`config.mk`:
```
export PLATFORM = sky130hd
export DESIGN_NAME = serial_addsub_ctrl
export DESIGN_NICKNAME = d
export VERILOG_FILES = /design/src/rtl/serial_arith_pkg.sv /design/src/rtl/fa_bit_cell.sv /design/src/rtl/serial_addsub_ctrl.sv
export SDC_FILE = /design/constraint.sdc
export NUM_CORES = 1
export LEC_CHECK = 0
export CELL_PAD_IN_SITES_DETAIL_PLACEMENT = 0
export CELL_PAD_IN_SITES_GLOBAL_PLACEMENT = 1
export CORE_MARGIN = 3
export CORE_UTILIZATION = 41
export DETAILED_ROUTE_END_ITERATION = 12
export GPL_ROUTABILITY_DRIVEN = 0
export PLACE_DENSITY_LB_ADDON = 0.08
export SKIP_LAST_GASP = 1
export SLEW_MARGIN = 20
export SYNTH_ARGS = -nofsm -noshare
export SYNTH_HDL_FRONTEND = slang
export SYNTH_HIERARCHICAL = 1
export SYNTH_SLANG_ARGS = --single-unit
```
`constraint.sdc`:
```
create_clock -name clk -period 1.9 [get_ports clk]
set_input_delay 0.38 -clock clk [delete_from_list [all_inputs] [get_ports clk]]
set_output_delay 0.38 -clock clk [all_outputs]
set_load 0.01 [all_outputs]
```
`src/rtl/serial_arith_pkg.sv`:
```
// Shared encodings for the bit-serial arithmetic controller.
package serial_arith_pkg;

    typedef enum logic [1:0] {
        ST_IDLE = 2'd0,
        ST_RUN  = 2'd1,
        ST_DONE = 2'd2
    } state_t;

    localparam logic MODE_ADD = 1'b0;
    localparam logic MODE_SUB = 1'b1;

endpackage

```
`src/rtl/fa_bit_cell.sv`:
```
// 1-bit full adder built from a 1-to-8 decode of {a, b, cin}; sum and carry
// are ORs of the minterms where each is true.
module fa_bit_cell (
    input  logic a,
    input  logic b,
    input  logic cin,
    output logic sum,
    output logic cout
);

    logic [7:0] dec;

    // One-hot decode of the three input bits
    always_comb begin
        dec = 8'b0;
        dec[{a, b, cin}] = 1'b1;
    end

    assign sum  = dec[1] | dec[2] | dec[4] | dec[7];
    assign cout = dec[3] | dec[5] | dec[6] | dec[7];

endmodule

```
`src/rtl/serial_addsub_ctrl.sv`:
```
// Bit-serial add/subtract sequencer: one full-adder cell, one bit per clock,
// LSB first, framed by a start/busy/done handshake.
module serial_addsub_ctrl
    import serial_arith_pkg::*;
#(
    parameter int unsigned WIDTH = 8
) (
    input  logic             clk,
    input  logic             rst,
    input  logic             start,
    input  logic             mode,
    input  logic [WIDTH-1:0] a,
    input  logic [WIDTH-1:0] b,
    output logic             busy,
    output logic             done,
    output logic [WIDTH-1:0] result,
    output logic             cout,
    output logic             ovf
);

    localparam int unsigned CW = $clog2(WIDTH);
    localparam logic [CW-1:0] LAST_BIT = CW'(WIDTH - 1);

    state_t           state_q, state_d;
    logic [WIDTH-1:0] sha_q, sha_d;
    logic [WIDTH-1:0] shb_q, shb_d;
    // Partial sum holds only the upper WIDTH-1 bits; the newest bit enters at the top
    logic [WIDTH-2:0] shs_q, shs_d;
    logic [WIDTH-1:0] result_q, result_d;
    logic [CW-1:0]    cnt_q, cnt_d;
    logic             carry_q, carry_d;
    logic             cout_q, cout_d;
    logic             ovf_q, ovf_d;

    logic             sum_bit;
    logic             cell_cout;
    logic [WIDTH-1:0] sum_cat;

    fa_bit_cell u_fa (
        .a    (sha_q[0]),
        .b    (shb_q[0]),
        .cin  (carry_q),
        .sum  (sum_bit),
        .cout (cell_cout)
    );

    assign sum_cat = {sum_bit, shs_q};

    // Next-state and datapath updates; everything holds unless a step says otherwise
    always_comb begin
        state_d  = state_q;
        sha_d    = sha_q;
        shb_d    = shb_q;
        shs_d    = shs_q;
        result_d = result_q;
        cnt_d    = cnt_q;
        carry_d  = carry_q;
        cout_d   = cout_q;
        ovf_d    = ovf_q;

        case (state_q)
            ST_IDLE: begin
                if (start) begin
                    sha_d   = a;
                    // Subtract as a + ~b + 1: the +1 comes in as the initial carry
                    shb_d   = (mode == MODE_SUB) ? ~b : b;
                    carry_d = mode;
                    cnt_d   = '0;
                    state_d = ST_RUN;
                end
            end
            ST_RUN: begin
                shs_d   = sum_cat[WIDTH-1:1];
                sha_d   = sha_q >> 1;
                shb_d   = shb_q >> 1;
                carry_d = cell_cout;
                cnt_d   = cnt_q + 1'b1;
                if (cnt_q == LAST_BIT) begin
                    result_d = sum_cat;
                    cout_d   = cell_cout;
                    // Signed overflow: carry into MSB differs from carry out of MSB
                    ovf_d    = carry_q ^ cell_cout;
                    state_d  = ST_DONE;
                end
            end
            ST_DONE: begin
                state_d = ST_IDLE;
            end
            default: begin
                state_d = ST_IDLE;
            end
        endcase
    end

    // State and datapath registers with asynchronous clear
    always_ff @(posedge clk or posedge rst) begin
        if (rst) begin
            state_q  <= ST_IDLE;
            sha_q    <= '0;
            shb_q    <= '0;
            shs_q    <= '0;
            result_q <= '0;
            cnt_q    <= '0;
            carry_q  <= 1'b0;
            cout_q   <= 1'b0;
            ovf_q    <= 1'b0;
        end else begin
            state_q  <= state_d;
            sha_q    <= sha_d;
            shb_q    <= shb_d;
            shs_q    <= shs_d;
            result_q <= result_d;
            cnt_q    <= cnt_d;
            carry_q  <= carry_d;
            cout_q   <= cout_d;
            ovf_q    <= ovf_d;
        end
    end

    assign busy   = (state_q != ST_IDLE);
    assign done   = (state_q == ST_DONE);
    assign result = result_q;
    assign cout   = cout_q;
    assign ovf    = ovf_q;

endmodule

```
== Word level (Yosys, flattened, before mapping) ==
Cells that the tools add are included.
Storage, ports and cells
  output and inout bits: 12
  input port bits: 20
  bits in registers: 39
  logic and storage cells: 46
Cells by class
  bitwise gates (word level): 8
  magnitude comparators: 2
  reductions and logical operators: 7
  add/sub/neg operators: 1
  mux-type cells: 14
  equality and inequality tests: 5
Operators by type and width (count)
  $pmux W8 S2: 2
  $mux W8: 3
  $not A8 Y8: 1
  $or A1 B1 Y1: 6
  $pmux W3 S2: 1
  $reduce_and A2 Y1: 3
  $lt A3 B4 Y1 const B: 1
  $mux W2: 2
  $ne A2 B2 Y1 const B: 2
  $pmux W2 S2: 1
  $reduce_bool A2 Y1: 2
  $add A3 B1 Y3 const B: 1
  $demux W1 S3: 1
  $eq A3 B3 Y1 const B: 1
  $ge A3 B1 Y1 const B: 1
  $mux W3: 1
  $eq A2 B1 Y1 const B: 1
  $eq A2 B2 Y1 const B: 1
  $logic_not A2 Y1: 1
  $mux W1: 2
  $pmux W1 S2: 1
  $logic_and A1 B1 Y1: 1
  $xor A1 B1 Y1: 1

== Logic depth before layout (Yosys ltp) ==
  word-level depth: 8
  depth in mapped cells: 6
  depth with buffers taken out: 5

== Hierarchy ==
Netlist, hierarchy kept.
Modules (own cells, without submodules)
  serial_addsub_ctrl: seq. area each 975.9 sq um, area an instance 1736.7 sq um, cells each 140, times used 1
  fa_bit_cell: seq. area each 0.0 sq um, area an instance 20.0 sq um, cells each 1, times used 1

== Worst setup path before layout ==
Ideal clock, no wire load.
  path kind: register to register
  from: register cnt_q[0]
  to: register cout_q, in the netlist cout
  setup time: 0.125 ns
  cell stages (with the launch flop): 6
  required time: 1.775 ns
  period minus slack after synthesis: 1.527 ns
  path slack: 0.373 ns
  buffers on the path: 1
  arrival: 1.402 ns
  cell sequence: dfrtp_1 -> ha_1 -> ha_1 -> nand3b_1 -> buf_2 -> mux2_2
On the way
  word-level cells in the longest chain between the ends: 2
RTL lines
  from (decl): line serial_addsub_ctrl.sv:30  | logic [CW-1:0] cnt_q, cnt_d;
  from (signal assigned): line serial_addsub_ctrl.sv:113  | cnt_q <= cnt_d;
  $eq A3 B3 Y1: line serial_addsub_ctrl.sv:78  | if (cnt_q == LAST_BIT) begin
  $reduce_and A2 Y1 (no source line)
  to (signal assigned): line serial_addsub_ctrl.sv:115  | cout_q <= cout_d;
  to (decl): line serial_addsub_ctrl.sv:32  | logic cout_q, cout_d;
No other way between the ends.
A chain may end at the register's enable or synchronous reset.

== Final worst setup path ==
Ends and elaborated chain as after synthesis.

==> results.py <==
metrics = {
    "run_status": {
        "status": "finished, final reports clean",
    },
    "clock_network": {
        "cts_buffers": 5,
        "clock_sinks": 39,
        "cts_tree": "done",
        "clkTransAtPathRegs_ns": 0.07,
        "cts_root_buffer": "clkbuf_8",
        "cts_max_level": 2,
        "hold_buffers": 0,
        "clock_latency_ns": 0.29,
        "cts_buffer_depth": 2,
    },
    "synth": {
        "synth_ff_type": "dfrtp_1",
        "synth_cell_types": 26,
        "ys_top_cells_by_count": "39 x dfrtp_1, 17 x mux2_2, 10 x and3b_1",
        "synth_area_leader_cell": "dfrtp_1",
        "syn-cell-area_mm2": 0.00176,
        "synth_top_area_share": 0.556,
        "post-synth-top-count-cell": "dfrtp_1",
        "synth_enable_flop_cells": 0,
        "async_flop_share": 1.00,
        "ys_top_cells_by_area": "dfrtp_1 56%, mux2_2 11%, and3b_1 5.0%, xor2_1 4.0%, a222oi_1 2.8%",
        "yosys_warnings": 6,
        "ys_seq_area_frac": 0.556,
        "synth_fp_nets": 164,
        "netlist_instances": 141,
        "syn_avg_cell_area_um2": 12.5,
        "synth-seq-cells": 39,
    },
    "setup_path": {
        "cp_top_family": "adder cells",
        "worst_path_most_repeated_cell": "ha_1",
        "critPathMaxStageDelay_ns": 0.39,
        "rr_worst_depth": 5,
        "criticalPathCategory": "reg -> reg",
        "end_kind": "register",
        "cp_slowest_cell": "dfrtp_1",
        "worstPathArrival_ns": 1.78,
        "crit_buf_inv": 1,
        "critical_path_required_ns": 2.07,
        "crit_chain": "ha_1 > ha_1 > nand3b_1 > buf_12 > mux2_2",
        "cp_max_fo": 10,
        "worst_setup_path_start_kind": "register",
        "critical_path_depth": 5,
    },
    "route": {
        "via_per_inst": 5.00,
        "wl_um": 3210,
        "firstDrtPassIters": 4,
        "vias": 1150,
        "drtIter0Drc": 85,
        "post_drt_wl_per_cell_um": 14.0,
        "antenna_left": 0,
        "drc": 0,
    },
    "sta": {
        "fin_crit_ns": 1.61,
        "timing.final.crit_share": 0.849,
        "slew_violations": 0,
        "worst_slew_pin_slew_ns": 0.564,
        "holdWs_ns": 0.492,
        "hold_viol_final": 0,
        "finalWorstSetupSlack_ns": 0.286,
        "timing.slew.headroom": 0.622,
        "fin_worst_skew_ns": 0.00473,
        "rsz0062_at_grt": "no",
        "tns_ns": 0,
        "setup_viol": 0,
        "fmax_mhz": 620,
    },
    "die": {
        "fp-row-count": 23,
        "core_area_mm2": 0.00406,
        "start_util": 0.433,
        "dieArea_mm2": 0.00511,
        "fp.dieH_um": 71.5,
        "ios": 32,
        "die_w_um": 71.5,
    },
    "grt": {
        "gr-total-overflow": 0,
        "antenna_found_initial": 0,
        "grt_max_degree": 40,
        "grt_pass1_vias": 1230,
        "grtUsageTotal": 0.148,
        "grt_pass1_wl_um": 5920,
    },
    "layout": {
        "layout.nets": 202,
        "fin_cells": 230,
        "syn_to_final_growth_pct": 30.2,
        "drive_above_1_share": 0.200,
        "diodes": 0,
    },
    "worst_hold_path": {
        "hold_path_class": "reg -> reg",
        "worstHoldPathCells": 2,
    },
    "power_and_ir_drop": {
        "p_per_area_mw_per_mm2": 1490,
        "peakVddDrop_mv": 0.572,
        "leakagePower_uw": 0.00110,
    },
    "job": {
        "cap_violations": 0,
    },
    "place": {
        "io_buffers": 31,
        "dp_worst_setup_slack_ns": 0.0558,
        "hpwl_um": 2310,
        "dp.cells": 222,
    },
}
## cell type report
cell class / count / area [µm²]
multi-input cells: 84 / 687
flip-flops and latches: 39 / 976
clock inverters: 2 / 60.1
fillers: 341 / 1770
repair buffers: 41 / 399
well taps: 50 / 62.6
inverters: 8 / 30.0
clock buffers: 6 / 72.6
## logic make-up (layout without fill, tap and decap cells)
| logic type | after synthesis | after routing | synth area share |
|---|---|---|---|
| fa+ha+maj | 3 | 3 | 0.0256 |
| buf+inv | 18 | 57 | 0.0534 |
| simple gates | 25 | 25 | 0.0933 |
| flops | 39 | 39 | 0.556 |
| mux | 18 | 18 | 0.115 |
| compound gates | 29 | 29 | 0.113 |
| xor+xnor | 9 | 9 | 0.0449 |
## final timing paths
path / start / end / slack [ns]
max in group asynchronous: rst / carry_q / 1.06
min in group asynchronous: rst / sha_q[2] / 0.50
max: cnt_q[0] / cout / 0.29
min: sha_q[4] / sha_q[4] / 0.49
min reg2reg: sha_q[4] / sha_q[4] / 0.49
max reg2reg: cnt_q[0] / cout / 0.29
## power breakdown
group	internal (µW)	switching, µW	total, µW
logic	722	498	1220
registers	1180	201	1380
clock network	525	276	801
total	2420	976	3400
## flip-flops by register name (all words and copies together) (netlist names)
signal	count
state_q	2
carry_q	1
result	8
sha_q	8
shs_q	7
ovf	1
cout	1
shb_q	8
cnt_q	3
## stage by stage
stage          area (µm²)  power [µW]  utilization
2_1_floorplan        1760        2190            -
3_3_place_gp         2150        2590        0.531
3_5_place_dp         2150        2640        0.531
4_1_cts              2280        3460        0.563
5_1_grt              2290        3680        0.564
6_report             2290        3400        0.564
## layout by cell type, fill, tap and decap left out
cell / synthesis / final
buf_4: 0 / 9
mux2i_1: 1 / 1
a221o_1: 2 / 2
xor2_1: 8 / 8
inv_1: 8 / 8
nor3b_2: 1 / 1
a21oi_1: 8 / 8
nand2_1: 9 / 9
nand3b_1: 1 / 1
clkbuf_8: 0 / 5
a22o_1: 4 / 4
clkbuf_1: 2 / 1
buf_12: 0 / 1
nor2b_1: 2 / 2
nor2_1: 1 / 1
and3b_1: 10 / 10
mux2_2: 17 / 17
ha_1: 2 / 2
dlygate4sd2_1: 0 / 1
xnor2_1: 1 / 1
clkdlybuf4s50_1: 0 / 29
fa_1: 1 / 1
dlymetal6s2s_1: 0 / 1
bufinv_16: 0 / 2
a222oi_1: 5 / 5
or2_2: 1 / 1
dfrtp_1: 39 / 39
o21bai_1: 1 / 1
o21ai_0: 9 / 9
## repair_timing
| item | in CTS | in global routing |
|---|---|---|
| buffers inserted | 0 | 0 |
| endpoints found under the setup margin | 1 | 1 |
| gates resized for setup | 1 | 1 |
## worst reg2reg max path, cell delays in order, from the launching register on
cell and delay [ns]:
dfrtp_1 0.39, ha_1 0.22, ha_1 0.20, nand3b_1 0.20
buf_12 0.17, mux2_2 0.33
## routing by layer
metal | part of all wire | track usage | wire length (µm)
met1 | 0.47 | 0.198 | 1510
met2 | 0.47 | 0.233 | 1500
met3 | 0.053 | 0.0463 | 171
met4 | 0.0075 | 0.0438 | 24
met5 | 0 | 0 | 0
No activity file was read; power rests on OpenSTA's default activity.
